[config.mk]
export PLATFORM = sky130hd
export DESIGN_NAME = mem_io_sequencer
export DESIGN_NICKNAME = d
export VERILOG_FILES = /design/src/rtl/mem_io_sequencer.sv
export SDC_FILE = /design/constraint.sdc
export NUM_CORES = 1
export LEC_CHECK = 0
export CAP_MARGIN = 5
export CORE_MARGIN = 4
export CORE_UTILIZATION = 40
export CTS_CLUSTER_SIZE = 16
export DETAILED_ROUTE_END_ITERATION = 12
export GPL_TIMING_DRIVEN = 0
export PLACE_DENSITY = 0.75
export SLEW_MARGIN = 20
export SYNTH_ARGS = -nofsm -noshare
export SYNTH_HDL_FRONTEND = slang
export SYNTH_SLANG_ARGS = --single-unit
[constraint.sdc]
create_clock -name clk -period 6.1 [get_ports clk]
set_clock_uncertainty 0.15 [all_clocks]
set_input_delay 1.83 -clock clk [delete_from_list [all_inputs] [get_ports clk]]
set_output_delay 1.83 -clock clk [all_outputs]
set_load 0.02 [all_outputs]
[src/rtl/mem_io_sequencer.sv]
// Memory-port sequencer: owns the single data-RAM port and hands it between the
// processor (RUN) and a paced valid/ready streaming engine (STREAM). The processor
// is held in reset outside RUN. Two MMIO input registers are decoded on the
// processor read path.
module mem_io_sequencer #(
  parameter int unsigned       ADDR_W      = 18,
  parameter int unsigned       DATA_W      = 8,
  parameter logic [ADDR_W-1:0] MMIO_BASE   = 18'h3D08D,
  parameter int unsigned       STREAM_BASE = 0,
  parameter int unsigned       STREAM_LEN  = 76800,
  parameter int unsigned       PACE_DIV    = 1
) (
  input  logic              clk,
  input  logic              rst,
  input  logic              start,
  input  logic              abort,
  input  logic              cpu_done,
  output logic              cpu_rst,
  input  logic [ADDR_W-1:0] cpu_addr,
  input  logic              cpu_wren,
  output logic [DATA_W-1:0] cpu_rdata,
  input  logic [DATA_W-1:0] mmio_in0,
  input  logic [DATA_W-1:0] mmio_in1,
  output logic [ADDR_W-1:0] mem_addr,
  output logic              mem_wren,
  input  logic [DATA_W-1:0] mem_rdata,
  output logic [DATA_W-1:0] out_data,
  output logic              out_valid,
  input  logic              out_ready,
  output logic              out_last,
  output logic              busy,
  output logic              done,
  output logic [1:0]        state
);

  // Beat index must be able to hold STREAM_LEN itself (the "all fetched" value).
  localparam int unsigned IdxW  = $clog2(STREAM_LEN + 1);
  localparam int unsigned PaceW = (PACE_DIV > 1) ? $clog2(PACE_DIV) : 1;

  localparam logic [IdxW-1:0]   LenIdx     = IdxW'(STREAM_LEN);
  localparam logic [IdxW-1:0]   LastIdx    = IdxW'(STREAM_LEN - 1);
  localparam logic [PaceW-1:0]  PaceReload = PaceW'(PACE_DIV - 1);
  localparam logic [ADDR_W-1:0] BaseAddr   = ADDR_W'(STREAM_BASE);
  localparam logic [ADDR_W-1:0] Mmio1Addr  = MMIO_BASE + ADDR_W'(1);

  typedef enum logic [1:0] {
    StIdle   = 2'd0,
    StRun    = 2'd1,
    StStream = 2'd2,
    StDone   = 2'd3
  } state_e;

  state_e state_q, state_d;

  logic [IdxW-1:0]  fetch_idx_q, fetch_idx_d;
  logic [PaceW-1:0] pace_q, pace_d;

  // Two-entry output FIFO: circular storage with separate read/write pointers.
  logic [1:0][DATA_W-1:0] fifo_data_q, fifo_data_d;
  logic [1:0]             fifo_last_q, fifo_last_d;
  logic                   rd_ptr_q, rd_ptr_d;
  logic                   wr_ptr_q, wr_ptr_d;
  logic [1:0]             count_q, count_d;

  logic              stream_enter;
  logic              pop;
  logic              fetch;
  logic              head_last;
  logic [ADDR_W-1:0] stream_addr;

  assign out_valid   = (count_q != 2'd0);
  assign out_data    = fifo_data_q[rd_ptr_q];
  assign head_last   = fifo_last_q[rd_ptr_q];
  assign out_last    = out_valid & head_last;
  assign pop         = out_valid & out_ready;
  assign stream_addr = BaseAddr + ADDR_W'(fetch_idx_q);
  assign state       = state_q;

  // A fetch needs a free slot once this cycle's pop (if any) has been taken into account.
  assign fetch = (state_q == StStream) && (fetch_idx_q < LenIdx) && (pace_q == '0) &&
                 ((count_q != 2'd2) || pop);

  // Processor read path: MMIO decode in front of RAM read data.
  always_comb begin
    cpu_rdata = mem_rdata;
    if (cpu_addr == MMIO_BASE) begin
      cpu_rdata = mmio_in0;
    end else if (cpu_addr == Mmio1Addr) begin
      cpu_rdata = mmio_in1;
    end
  end

  // Sequencer FSM next state and RAM-port / processor-control outputs.
  always_comb begin
    state_d      = state_q;
    stream_enter = 1'b0;
    cpu_rst      = 1'b1;
    mem_wren     = 1'b0;
    mem_addr     = BaseAddr;
    busy         = 1'b0;
    done         = 1'b0;
    unique case (state_q)
      StIdle: begin
        if (start) state_d = StRun;
      end
      StRun: begin
        cpu_rst  = 1'b0;
        mem_addr = cpu_addr;
        mem_wren = cpu_wren;
        busy     = 1'b1;
        if (cpu_done) begin
          state_d      = StStream;
          stream_enter = 1'b1;
        end
      end
      StStream: begin
        mem_addr = stream_addr;
        busy     = 1'b1;
        if (pop && head_last) state_d = StDone;
      end
      StDone: begin
        done = 1'b1;
        if (start) state_d = StRun;
      end
      default: state_d = StIdle;
    endcase
    // Abort overrides every other transition.
    if (abort) begin
      state_d      = StIdle;
      stream_enter = 1'b0;
    end
  end

  // Stream engine next state: beat index, pacing counter and FIFO.
  always_comb begin
    fetch_idx_d = fetch_idx_q;
    pace_d      = pace_q;
    fifo_data_d = fifo_data_q;
    fifo_last_d = fifo_last_q;
    rd_ptr_d    = rd_ptr_q;
    wr_ptr_d    = wr_ptr_q;
    count_d     = count_q;
    if (abort || stream_enter) begin
      fetch_idx_d = '0;
      pace_d      = '0;
      rd_ptr_d    = 1'b0;
      wr_ptr_d    = 1'b0;
      count_d     = 2'd0;
    end else begin
      if (pop) begin
        rd_ptr_d = ~rd_ptr_q;
      end
      if (fetch) begin
        fifo_data_d[wr_ptr_q] = mem_rdata;
        fifo_last_d[wr_ptr_q] = (fetch_idx_q == LastIdx);
        wr_ptr_d              = ~wr_ptr_q;
        fetch_idx_d           = fetch_idx_q + IdxW'(1);
        pace_d                = PaceReload;
      end else if (pace_q != '0) begin
        pace_d = pace_q - PaceW'(1);
      end
      count_d = count_q + 2'(fetch) - 2'(pop);
    end
  end

  // State registers with asynchronous reset.
  always_ff @(posedge clk or posedge rst) begin
    if (rst) begin
      state_q     <= StIdle;
      fetch_idx_q <= '0;
      pace_q      <= '0;
      fifo_data_q <= '0;
      fifo_last_q <= '0;
      rd_ptr_q    <= 1'b0;
      wr_ptr_q    <= 1'b0;
      count_q     <= 2'd0;
    end else begin
      state_q     <= state_d;
      fetch_idx_q <= fetch_idx_d;
      pace_q      <= pace_d;
      fifo_data_q <= fifo_data_d;
      fifo_last_q <= fifo_last_d;
      rd_ptr_q    <= rd_ptr_d;
      wr_ptr_q    <= wr_ptr_d;
      count_q     <= count_d;
    end
  end

endmodule
# Yosys cells after proc, flatten, opt, wreduce, memory -nomap -nowiden

Index checks and enable logic that the tools add are counted.

Flip-flop bits (word level): 42
Input port bits: 49
Output and inout bits: 42
Logic and storage cells: 83

Add/sub/neg operators: 4
Magnitude comparators: 4
Equal/unequal tests: 10
Multiplexer cells: 35
Bitwise gates (word level): 6
Reductions and logical operators: 15

Operator list:

| operator                                                                      | number |
|---|---|
| 8-bit two-way mux                                                             | 5 |
| 18-bit equality test (second input constant)                                  | 2 |
| 18-bit case mux with 2 select lines                                           | 1 |
| 17-bit two-way mux                                                            | 2 |
| 17-bit by 1-bit adder with 17-bit output (second input constant)              | 1 |
| 17-bit equality test (second input constant)                                  | 1 |
| 17-bit less-than comparator (second input constant)                           | 1 |
| 1-bit two-way mux                                                             | 17 |
| 16-bit bitwise mux                                                            | 1 |
| 2-bit two-way mux                                                             | 5 |
| 8-bit demux with 1-bit select                                                 | 1 |
| 2-bit case mux with 3 select lines                                            | 1 |
| 2-bit nonzero test                                                            | 3 |
| 1-bit logical AND                                                             | 5 |
| 2-bit equality test (second input constant)                                   | 2 |
| 1-bit by 2-bit less-than comparator with 1-bit output (second input constant) | 2 |
| 1-bit NOT                                                                     | 4 |
| 2-bit OR reduction                                                            | 2 |
| 3-bit by 1-bit inequality test with 1-bit output (second input constant)      | 1 |
| 3-bit by 2-bit inequality test with 1-bit output (second input constant)      | 1 |
| 3-bit inequality test (second input constant)                                 | 1 |
| 3-bit AND reduction                                                           | 1 |
| 2-bit by 1-bit adder with 2-bit output                                        | 1 |
| 1-bit bitwise AND                                                             | 2 |
| other kinds (10)                                                              | 11 |

# Longest topological paths before layout

Depth in word-level cells: 7
Mapped depth: 11
Depth with buffers taken out: 10

# Least setup slack after synthesis

No wires, ideal clock.

Path type: in2out
From: in cpu_addr[5]
To: out cpu_rdata[0]
Data arrival time: 3.502 ns
Required time: 4.120 ns
Setup slack: 0.618 ns
Stages on the path: 5
Cells stage by stage: nor4bb_1 > nand4_1 > or2_2 > clkbuf_1 > a221oi_1

Cells in the longest elaborated chain, start to end: 3
Elaborated cells between the ends (all ways): 4
Those cells by class: eq/ne (2); mux (2)

RTL lines:

| what                  | RTL line | text |
|---|---|---|
| start, declared       | 19       | `input logic [ADDR_W-1:0] cpu_addr,` |
| 18-bit equality test  | 88       | `end else if (cpu_addr == Mmio1Addr) begin` |
| 8-bit two-way mux     | 88       |  |
| 8-bit two-way mux (*) | 86       | `if (cpu_addr == MMIO_BASE) begin` |
| end, declared         | 21       | `output logic [DATA_W-1:0] cpu_rdata,` |

Every way passes the cells marked *; elsewhere a longest branch is shown, timed or not.

# Worst setup path in the final report

From: in cpu_addr[8]
To: out cpu_rdata[0]

Same word-level chain as after synthesis.

==> run summary <==
commonest cells after routing, fill and taps aside: clkdlybuf4s50_1, dfrtp_1, nor2_1
Net Switching: 547 uW
Die Span X: 91.2 microns
post-synthesis cell type count: 48
Initial DRT Pass Iterations: 5
DRT Wirelength: 8660 microns
Setup crit start kind: primary input
Data required, critical path: 4.12 ns
warning count from the yosys run: 0
Hold Fails Final Rpt: 0
worst slew pin tran: 0.927 ns
synth top area cells: dfrtp_1, mux2_2, mux2_4
VDD IR-drop max: 0.000127 V
Critical R2R Launch: state[0]
clk sinks: 41
delay-heaviest family, CP: simple AND/OR/NAND/NOR gates
PortBufs: 89
Setup crit start: cpu_addr[8]
Sw Ratio: 41.4%
synthesized area: 0.00277 sq mm
Max Cap Viol: 0
Final setup violation count: 0
Syn Area/Cell: 9.22 sq um
Post-layout nets: 453
worst rel slew slack: 37.9%
CP max stage cell: nor4_1
global-route usage over all layers: 20.9%
core footprint: 0.00676 sq mm
layout cells sized above 1: 14.1%
pwr/cell area: 342 mW/mm^2
Clock Tree Buf Depth: 2
antenna fix cells: 0
WS Path Type: in2out
CTS tree: done
combinational group share of total power: 57.7%
routed vias: 2815
sequential power share: 28.7%
Crit. End Element: primary output
Area Growth Syn to Fin: 39.5%
Worst path max stage delay: 0.45 ns
IO Count: 91
Post-CTS Hold Fix Bufs: 0
final critical-path required period: 6.08 ns
hpwl dp: 6440 microns
vias in the first global route: 2718
f_max: 164 MHz
P_leak: 1.60 nW
register area share after synthesis: 37.1%
gpl congestion: 0.835
initial core utilization: 40.9%
initial antenna violation count: 0
most common cell after layout, fill and taps aside: clkdlybuf4s50_1
number of synthesized flops with an enable pin: 0
Crit path arrival time: 4.10 ns
Hold Path Class: reg2reg
Yosys top cell area share: 37.1%
R2R Path End: count_q[1]
Post-Place Setup Slack: -0.730 ns
Rows: 30
post-synthesis net count: 355
Post-Synthesis Cells: 300
worst-path maximum fanout: 7
Yosys top cell by area: dfrtp_1
Async SR Flop Fraction: 100%
Tcrit/Tclk final: 99.7%
# H-tree levels: 2
outcome: finished, final reports clean
Iteration-0 DRC Markers: 187
first-pass GRT wire length: 13900 microns
CTS Root Cell: clkbuf_8
Reg clk slew, reported paths: 0.07 ns
Buffers & Inverters on Critical Path: 3
Clk Latency, worst-skew pair: 0.30 ns
Main synth FF type: dfrtp_1
Vias/cell: 5.89
# DRC: 0
Die Span Y: 91.2 microns
Crit path depth: 7
largest net degree at the start of global routing: 32
flops & latches, synth: 41
CP endpoint: cpu_rdata[0]
Reg2Reg Depth: 11
final non-filler cell total: 478
clock network power share: 13.6%
Die ar.: 0.00831 sq mm
Internal: 772 uW
Final Util: 57.1%
Slew Limit Fails: 0
Worst R2R Setup Slack: 3.16 ns
RSZ-0062 raised after global routing: false
crit-path cells: clkdlybuf4s50_1 -> nor4_1 -> nand4_1 -> or2_2 -> clkbuf_1 -> a221oi_2 -> clkdlybuf4s15_2
fin worst setup slack: 0.0167 ns
GR Overflow Total: 0
Placed Cells incl. Taps: 470
TritonCTS buffer count: 5
post-route ant nets: 0
WL per Instance: 18.1 microns
layout make-up:
cell class | instances | area (sq um)
tap | 80 | 100
multi-input combinational | 222 | 1610
timing repair buffer | 91 | 888
sequential | 41 | 1030
clock buffer | 7 | 86.3
fill | 586 | 2900
buffer | 20 | 81.3
inverter | 17 | 63.8
cells in the mapped netlist, types with 7 or more instances:
cell type  instances
nand3_1           10
inv_1             17
dfrtp_1           41
nor2_1            27
o21ai_0            8
a221oi_1           7
nor3_1             9
nand2_1           18
or4_1             10
a21oi_1           15
mux2_2            17
clkbuf_1          14
mux2_4             9
a22oi_1           17
o31ai_1           16
repair_timing:
action / in CTS / in global routing
buffers inserted: 1 / 0
setup endpoints to repair: 8 / 8
endpoints found under the hold margin: 0 / 0
pin swaps: 1 / 0
resized for setup: 13 / 20
registers in the layout, summed over array words and instances, names as in the netlist:
signal	count
count_q	2
fetch_idx_q	17
fifo_data_q	16
fifo_last_q	2
rd_ptr_q	1
state	2
wr_ptr_q	1
cell families (layout without fill, tap and decap cells):
kind of cell	Yosys count	count (layout)	synth area share (%)
buffers and inverters	37	135	5.25
adders and majority gates	6	6	2.71
and+or+nand+nor	104	104	20.2
xor gates and xnor gates	3	3	0.950
AOI/OAI and AO/OA	81	81	21.3
DFF	41	41	37.1
muxes	28	28	12.5
power by group through the flow:
stage / registers, mW / logic (mW) / clock network, mW
after floorplan: 0.377 / 0.450 / 0
after global placement: 0.378 / 0.744 / 0
after detailed placement: 0.383 / 0.759 / 0
after CTS: 0.377 / 0.762 / 0.182
after global routing: 0.386 / 0.816 / 0.199
final: 0.378 / 0.761 / 0.180
routing by layer:
metal / GRT usage (%) / part of all wire (%) / up-vias / wire (microns)
li1: - / - / 1323 / -
met1: 27.1 / 42 / 1381 / 3680
met2: 35.2 / 51 / 99 / 4380
met3: 4.06 / 5.3 / 12 / 462
met4: 6.16 / 1.6 / 0 / 139
met5: 0 / 0 / - / 0
worst reg2reg max path, cell delays in order, from the launching register on:
cell and delay (ns):
dfrtp_1 0.42, inv_1 0.10, ha_1 0.27, clkbuf_1 0.44, o211a_1 0.41, nand2_1 0.13
ha_1 0.30, inv_1 0.06, ha_1 0.16, xor2_1 0.19, xnor2_1 0.14, nor2_1 0.05
worst min-delay path by stage:
stage,from,to,slack [ns],cells past startpoint
after floorplan,fifo_data_q[10],fifo_data_q[10],0.32,1
after global placement,fifo_data_q[11],fifo_data_q[11],0.33,1
after detailed placement,fifo_data_q[5],fifo_data_q[5],0.34,1
after CTS,fifo_data_q[7],fifo_data_q[7],0.36,1
after global routing,fifo_data_q[1],fifo_data_q[1],0.38,1
final,fifo_data_q[15],fifo_data_q[15],0.36,1
per-stage QoR:
| step | area, sq um | power (mW) | setup TNS [ns] | hold WS (ns) |
|---|---|---|---|---|
| 5_1_grt | 3860 | 1.40 | 0 | 0.378 |
| 3_3_place_gp | 3760 | 1.12 | -5.08 | 0.333 |
| 3_5_place_dp | 3780 | 1.14 | -5.09 | 0.343 |
| 6_report | 3860 | 1.32 | 0 | 0.357 |
| 4_1_cts | 3870 | 1.32 | 0 | 0.361 |
| 2_1_floorplan | 2770 | 0.828 | 0 | 0.325 |
Note: power is estimated with default switching activity, not from simulation.
